==> config.mk <==
export PLATFORM = sky130hd
export DESIGN_NAME = vxe_cu_exec_unit
export DESIGN_NICKNAME = d
export VERILOG_FILES = /design/src/rtl/vxe_cu_exec_unit.sv
export SDC_FILE = /design/constraint.sdc
export NUM_CORES = 1
export LEC_CHECK = 0
export CAP_MARGIN = 20
export CORE_MARGIN = 5
export CORE_UTILIZATION = 44
export CTS_BUF_LIST = sky130_fd_sc_hd__clkbuf_4 sky130_fd_sc_hd__clkbuf_8
export DETAILED_ROUTE_END_ITERATION = 7
export GPL_TIMING_DRIVEN = 0
export PLACE_DENSITY = 0.8
export SYNTH_ARGS = -nofsm -noshare
export SYNTH_HDL_FRONTEND = slang
export SYNTH_SLANG_ARGS = --single-unit
==> constraint.sdc <==
create_clock -name clk -period 1.8 [get_ports clk]
set_clock_uncertainty 0.1 [all_clocks]
set_input_delay 0.27 -clock clk [delete_from_list [all_inputs] [get_ports clk]]
set_output_delay 0.27 -clock clk [all_outputs]
set_load 0.005 [all_outputs]
==> src/rtl/vxe_cu_exec_unit.sv <==
// Execution-control FSM of the VxE control unit: start/stop sequencing, NOP/SYNC dispatch halting, fault drain.
// Optional: define VXE_CU_FAULT_INTR_EN to raise o_send_intr on fault-drain completion.
module vxe_cu_exec_unit #(
  parameter int VPUS_NR = 2
) (
  input  logic               clk,
  input  logic               nrst,
  input  logic               i_start,
  output logic               o_glb_busy,
  output logic               o_halt,
  output logic               o_unhalt,
  output logic               o_stop_drain,
  output logic               o_send_intr,
  output logic               o_complete,
  input  logic               i_cmd_nop,
  input  logic               i_cmd_sync,
  input  logic               i_cmd_sync_stop,
  input  logic               i_cmd_sync_intr,
  input  logic               i_fetch_busy,
  input  logic               i_dis_pipes_active,
  input  logic               i_fwd_pipes_active,
  input  logic [VPUS_NR-1:0] i_vpus_busy,
  input  logic               i_flt_fetch,
  input  logic               i_flt_decode,
  input  logic [VPUS_NR-1:0] i_vpus_err
);

`ifdef VXE_CU_FAULT_INTR_EN
  localparam logic FAULT_INTR = 1'b1;
`else
  localparam logic FAULT_INTR = 1'b0;
`endif

  typedef enum logic [2:0] {
    S_IDLE   = 3'd0,
    S_RUN    = 3'd1,
    S_NOP    = 3'd2,
    S_SYNC   = 3'd3,
    S_STOP   = 3'd4,
    S_FDRAIN = 3'd5
  } state_t;

  state_t state_q, state_d;
  logic   stop_q, stop_d;
  logic   intr_q, intr_d;

  logic   flt, synced, allidle;
  logic   busy_d, halt_d, unhalt_d, drain_d, send_intr_d, complete_d;

  assign flt     = i_flt_fetch | i_flt_decode | (|i_vpus_err);
  assign synced  = ~i_fwd_pipes_active & ~(|i_vpus_busy);
  assign allidle = synced & ~i_fetch_busy & ~i_dis_pipes_active;

  // State, latched SYNC qualifiers and all outputs are registered together
  always_ff @(posedge clk or negedge nrst) begin
    if (!nrst) begin
      state_q      <= S_IDLE;
      stop_q       <= 1'b0;
      intr_q       <= 1'b0;
      o_glb_busy   <= 1'b0;
      o_halt       <= 1'b0;
      o_unhalt     <= 1'b0;
      o_stop_drain <= 1'b0;
      o_send_intr  <= 1'b0;
      o_complete   <= 1'b0;
    end else begin
      state_q      <= state_d;
      stop_q       <= stop_d;
      intr_q       <= intr_d;
      o_glb_busy   <= busy_d;
      o_halt       <= halt_d;
      o_unhalt     <= unhalt_d;
      o_stop_drain <= drain_d;
      o_send_intr  <= send_intr_d;
      o_complete   <= complete_d;
    end
  end

  // Faults always win over commands and over the SYNC wait conditions
  always_comb begin
    state_d = state_q;
    stop_d  = stop_q;
    intr_d  = intr_q;
    case (state_q)
      S_IDLE: begin
        stop_d = 1'b0;
        intr_d = 1'b0;
        if (i_start) state_d = S_RUN;
      end
      S_RUN: begin
        if (flt) begin
          state_d = S_FDRAIN;
        end else if (i_cmd_sync) begin
          state_d = S_SYNC;
          stop_d  = i_cmd_sync_stop;
          intr_d  = i_cmd_sync_intr;
        end else if (i_cmd_nop) begin
          state_d = S_NOP;
        end
      end
      S_NOP: begin
        state_d = flt ? S_FDRAIN : S_RUN;
      end
      S_SYNC: begin
        if (flt)         state_d = S_FDRAIN;
        else if (synced) state_d = stop_q ? S_STOP : S_RUN;
      end
      S_STOP: begin
        if (flt)          state_d = S_FDRAIN;
        else if (allidle) state_d = S_IDLE;
      end
      S_FDRAIN: begin
        if (allidle) state_d = S_IDLE;
      end
      default: state_d = S_IDLE;
    endcase
  end

  always_comb begin
    busy_d      = (state_d != S_IDLE);
    halt_d      = (state_q == S_RUN) & ~flt & (i_cmd_sync | i_cmd_nop);
    unhalt_d    = ((state_q == S_NOP) & ~flt) |
                  ((state_q == S_SYNC) & ~flt & synced & ~stop_q);
    drain_d     = (state_d == S_FDRAIN);
    complete_d  = ((state_q == S_STOP) & ~flt & allidle) |
                  ((state_q == S_FDRAIN) & allidle);
    send_intr_d = ((state_q == S_STOP) & ~flt & allidle & intr_q) |
                  ((state_q == S_FDRAIN) & allidle & FAULT_INTR);
  end

endmodule

==> metrics.yaml <==
total_power_mw: 0.795
cp_max_fo: 6
multi_input_area_sq_um: 297
synth_compound_gate_area_share: 0.202
grt_first_pass_wirelength_mm: 2.13
peakVddDrop_mv: 0.546
synth-warning-count: 0
synthAdderAreaFrac: 0
final_weighted_congestion_of_routability_driven_global_placement: 0.799
grt_usage: 0.148
dr.first_iter.drc_count: 11
cp.arrival_ns: 1.89
number_of_buffers_created_by_cts: 3
synth.yosys.seq_area_share: 0.482
critPathCaptureType: "register"
drive_gt1_frac: 0.133
fin_crit_sh: 0.989
synth_mux_area_frac: 0
postLayoutCellArea_sq_um: 855
largest_net_degree_at_the_start_of_global_routing: 12
cts_post_setup_buffers_inserted: 0
lkg_pwr_nw: 0.314
floorplan.die.height_um: 46.0
critPathLaunchType: "input port"
power_density_mw_per_mm2: 930
diodes: 0
syn2layout_area_growth_pct: 49.8
worst_setup_hold_path_clk_slew_ns: 0.07
postSynthRegisterBits: 11
antenna_violating_nets_post_route: 0
achievable_clock_frequency_ghz: 0.562
worst_setup_path_startpoint: "i_flt_decode"
route.detailed.wl_per_inst_um: 14.1
setup_total_negative_slack_ns: 0
synth_top_family_by_area: "simple AND/OR/NAND/NOR gates"
initial_standard_cell_utilization_of_the_core: 0.450
detailed_place.area_sq_um: 800
layout_min_cycle_time_ns: 1.78
setup_violations: 0
xor_xnor_portion_of_the_synthesized_cell_area: 0
report.final.hold_viol_count: 0
drtPass1Iterations: 4
die-area_sq_mm: 0.00212
placed_cells: 94
count_of_final_max_slew_check_failures: 0
drc_errors: 0
dp_hpwl_um: 997
core_area_sq_mm: 0.00127
synth.lib_cells_used.distinct: 25
run_status: "completed"
finalNetCount: 100
io_pins: 22
max_clock_buf_depth: 2
cts-root-buf: "sky130_fd_sc_hd__clkbuf_4"
synth.avg_cell_area_sq_um: 9.84
maxSlewHeadroom: 0.661
post_layout_nonfiller_instances: 98
worstPathRequired_ns: 1.91
vias: 558
final.fill_count: 114
setup_slack_reg_to_reg_ns: 0.20
ff_latch_area_sq_um: 275
max_cap_violations: 0
min_path_type: "in2async"
worst_pin_slew_ns: 0.507
syn-instance-count: 58
tritoncts_clock_tree: "done"
clock_latency_ns: 0.27
reg2reg_launch_point: "stop_q$_DFFE_PN0P_"
mappedNetlistNets: 74
synth-simple-area-share: 0.274
grt_antenna_before_repair: 0
cts.sinks: 11
syn-cell-area_sq_um: 571
crit_type: "in2reg"
grt_pass1_vias: 508
portBuffers: 21
number_of_h_tree_branching_levels: 1
postRouteWirelength_mm: 1.38
routed_via_density: 5.69
rsz0062_at_grt: "true"
hold_fix_buffers_cts: 0
fp-row-count: 13
grt-ovfl-total: 0
die_width_um: 46.0
state kept, by name (all words and copies together) (netlist names):
register      flops
state_q           3
o_complete        1
o_stop_drain      1
intr_q            1
o_send_intr       1
stop_q            1
o_unhalt          1
o_halt            1
o_glb_busy        1
area by class of cell:
| cell class | instances | area share |
|---|---|---|
| clock buffers | 4 | 0.0351 |
| flip-flops and latches | 11 | 0.322 |
| multi-input cells | 41 | 0.347 |
| plain buffers | 3 | 0.0146 |
| well taps | 15 | 0.0220 |
| repair buffers | 21 | 0.246 |
| inverters | 3 | 0.0132 |
cells in the mapped netlist, drive strengths merged:
cell type	count	share of area
nor2b	1	0.011
a211oi	2	0.026
or4	1	0.013
nand2	2	0.013
nand3	2	0.018
or4b	1	0.018
o211ai	2	0.026
a31oi	1	0.011
nor2	4	0.026
dfrtp	11	0.48
a2111oi	1	0.048
clkbuf	2	0.013
and4	2	0.031
o21ai	3	0.026
nand4	1	0.011
buf	1	0.0088
inv	3	0.020
nand4b	1	0.015
o22ai	1	0.011
a21oi	6	0.053
nor3	5	0.053
nor4	2	0.033
nand2b	3	0.033
cells in the final DEF (no fill, tap or decap):
master	instances
sky130_fd_sc_hd__buf_2	1
sky130_fd_sc_hd__clkbuf_1	2
sky130_fd_sc_hd__nand2_1	2
sky130_fd_sc_hd__a31oi_1	1
sky130_fd_sc_hd__o211ai_1	2
sky130_fd_sc_hd__nor2b_1	1
sky130_fd_sc_hd__nand4b_1	1
sky130_fd_sc_hd__nor3_2	1
sky130_fd_sc_hd__or4_1	1
sky130_fd_sc_hd__and4_1	2
sky130_fd_sc_hd__a2111oi_4	1
sky130_fd_sc_hd__or4b_2	1
sky130_fd_sc_hd__o21ai_0	3
sky130_fd_sc_hd__nor4_4	1
sky130_fd_sc_hd__nor4_1	1
sky130_fd_sc_hd__inv_1	3
sky130_fd_sc_hd__clkdlybuf4s50_1	21
sky130_fd_sc_hd__o22ai_1	1
sky130_fd_sc_hd__a21oi_1	6
sky130_fd_sc_hd__a211oi_2	1
sky130_fd_sc_hd__nor3_1	3
sky130_fd_sc_hd__nor3_4	1
sky130_fd_sc_hd__nand4_1	1
sky130_fd_sc_hd__dfrtp_1	11
sky130_fd_sc_hd__nand3_1	2
sky130_fd_sc_hd__nor2_1	4
sky130_fd_sc_hd__clkbuf_4	4
sky130_fd_sc_hd__a211oi_1	1
sky130_fd_sc_hd__nand2b_1	3
kinds of logic (layout without fill, tap and decap cells):
group / Yosys count / in the layout
DFF: 11 / 11
and+or+nand+nor: 25 / 25
AOI/OAI and AO/OA: 16 / 16
buffers and inverters: 6 / 31
report_power, final:
group / total (mW) / leakage [nW] / internal (mW) / switching [mW]
combinational: 0.285 / 0.169 / 0.128 / 0.157
clock: 0.186 / 0.0184 / 0.101 / 0.0850
sequential: 0.323 / 0.127 / 0.294 / 0.0296
total: 0.795 / 0.314 / 0.523 / 0.272
critical path, cell delays in order:
cell                              delay (ns)
sky130_fd_sc_hd__clkdlybuf4s50_1        0.46
sky130_fd_sc_hd__or4_1                  0.52
sky130_fd_sc_hd__buf_2                  0.19
sky130_fd_sc_hd__a2111oi_4              0.30
sky130_fd_sc_hd__nand4b_1               0.16
per-layer routing:
| metal | vias up | track usage | share of wire |
|---|---|---|---|
| met1 | 258 | 0.168 | 0.41 |
| met2 | 27 | 0.228 | 0.46 |
| li1 | 268 | - | - |
| met5 | - | 0 | 0 |
| met3 | 5 | 0.0277 | 0.089 |
| met4 | 0 | 0.136 | 0.035 |
path summary, 6_finish.rpt:
check,endpoint,depth (start not counted)
worst min-delay path,state_q[0]$_DFF_PN0_,1
worst max register to register,o_stop_drain$_DFF_PN0_,4
worst max-delay path,o_glb_busy$_DFF_PN0_,5
min in group clk,o_send_intr$_DFF_PN0_,2
max in group asynchronous,o_glb_busy$_DFF_PN0_,1
worst min register to register,o_send_intr$_DFF_PN0_,2
timing repair:
item / in CTS / in global routing
setup endpoints to repair: 3 / 3
gates resized for setup: 2 / 2
pin swaps: 0 / 0
per-stage QoR:
stage | util | setup slack (ns) | hold slack, ns
global route | 0.674 | -0.0151 | 0.258
finish | 0.674 | 0.0197 | 0.232
detailed placement | 0.630 | -0.375 | 0.440
floorplan | - | 0.290 | -0.126
CTS | 0.666 | 0.0292 | 0.236
global placement | 0.630 | -0.356 | 0.431
Note: power is estimated with default switching activity, not from simulation.
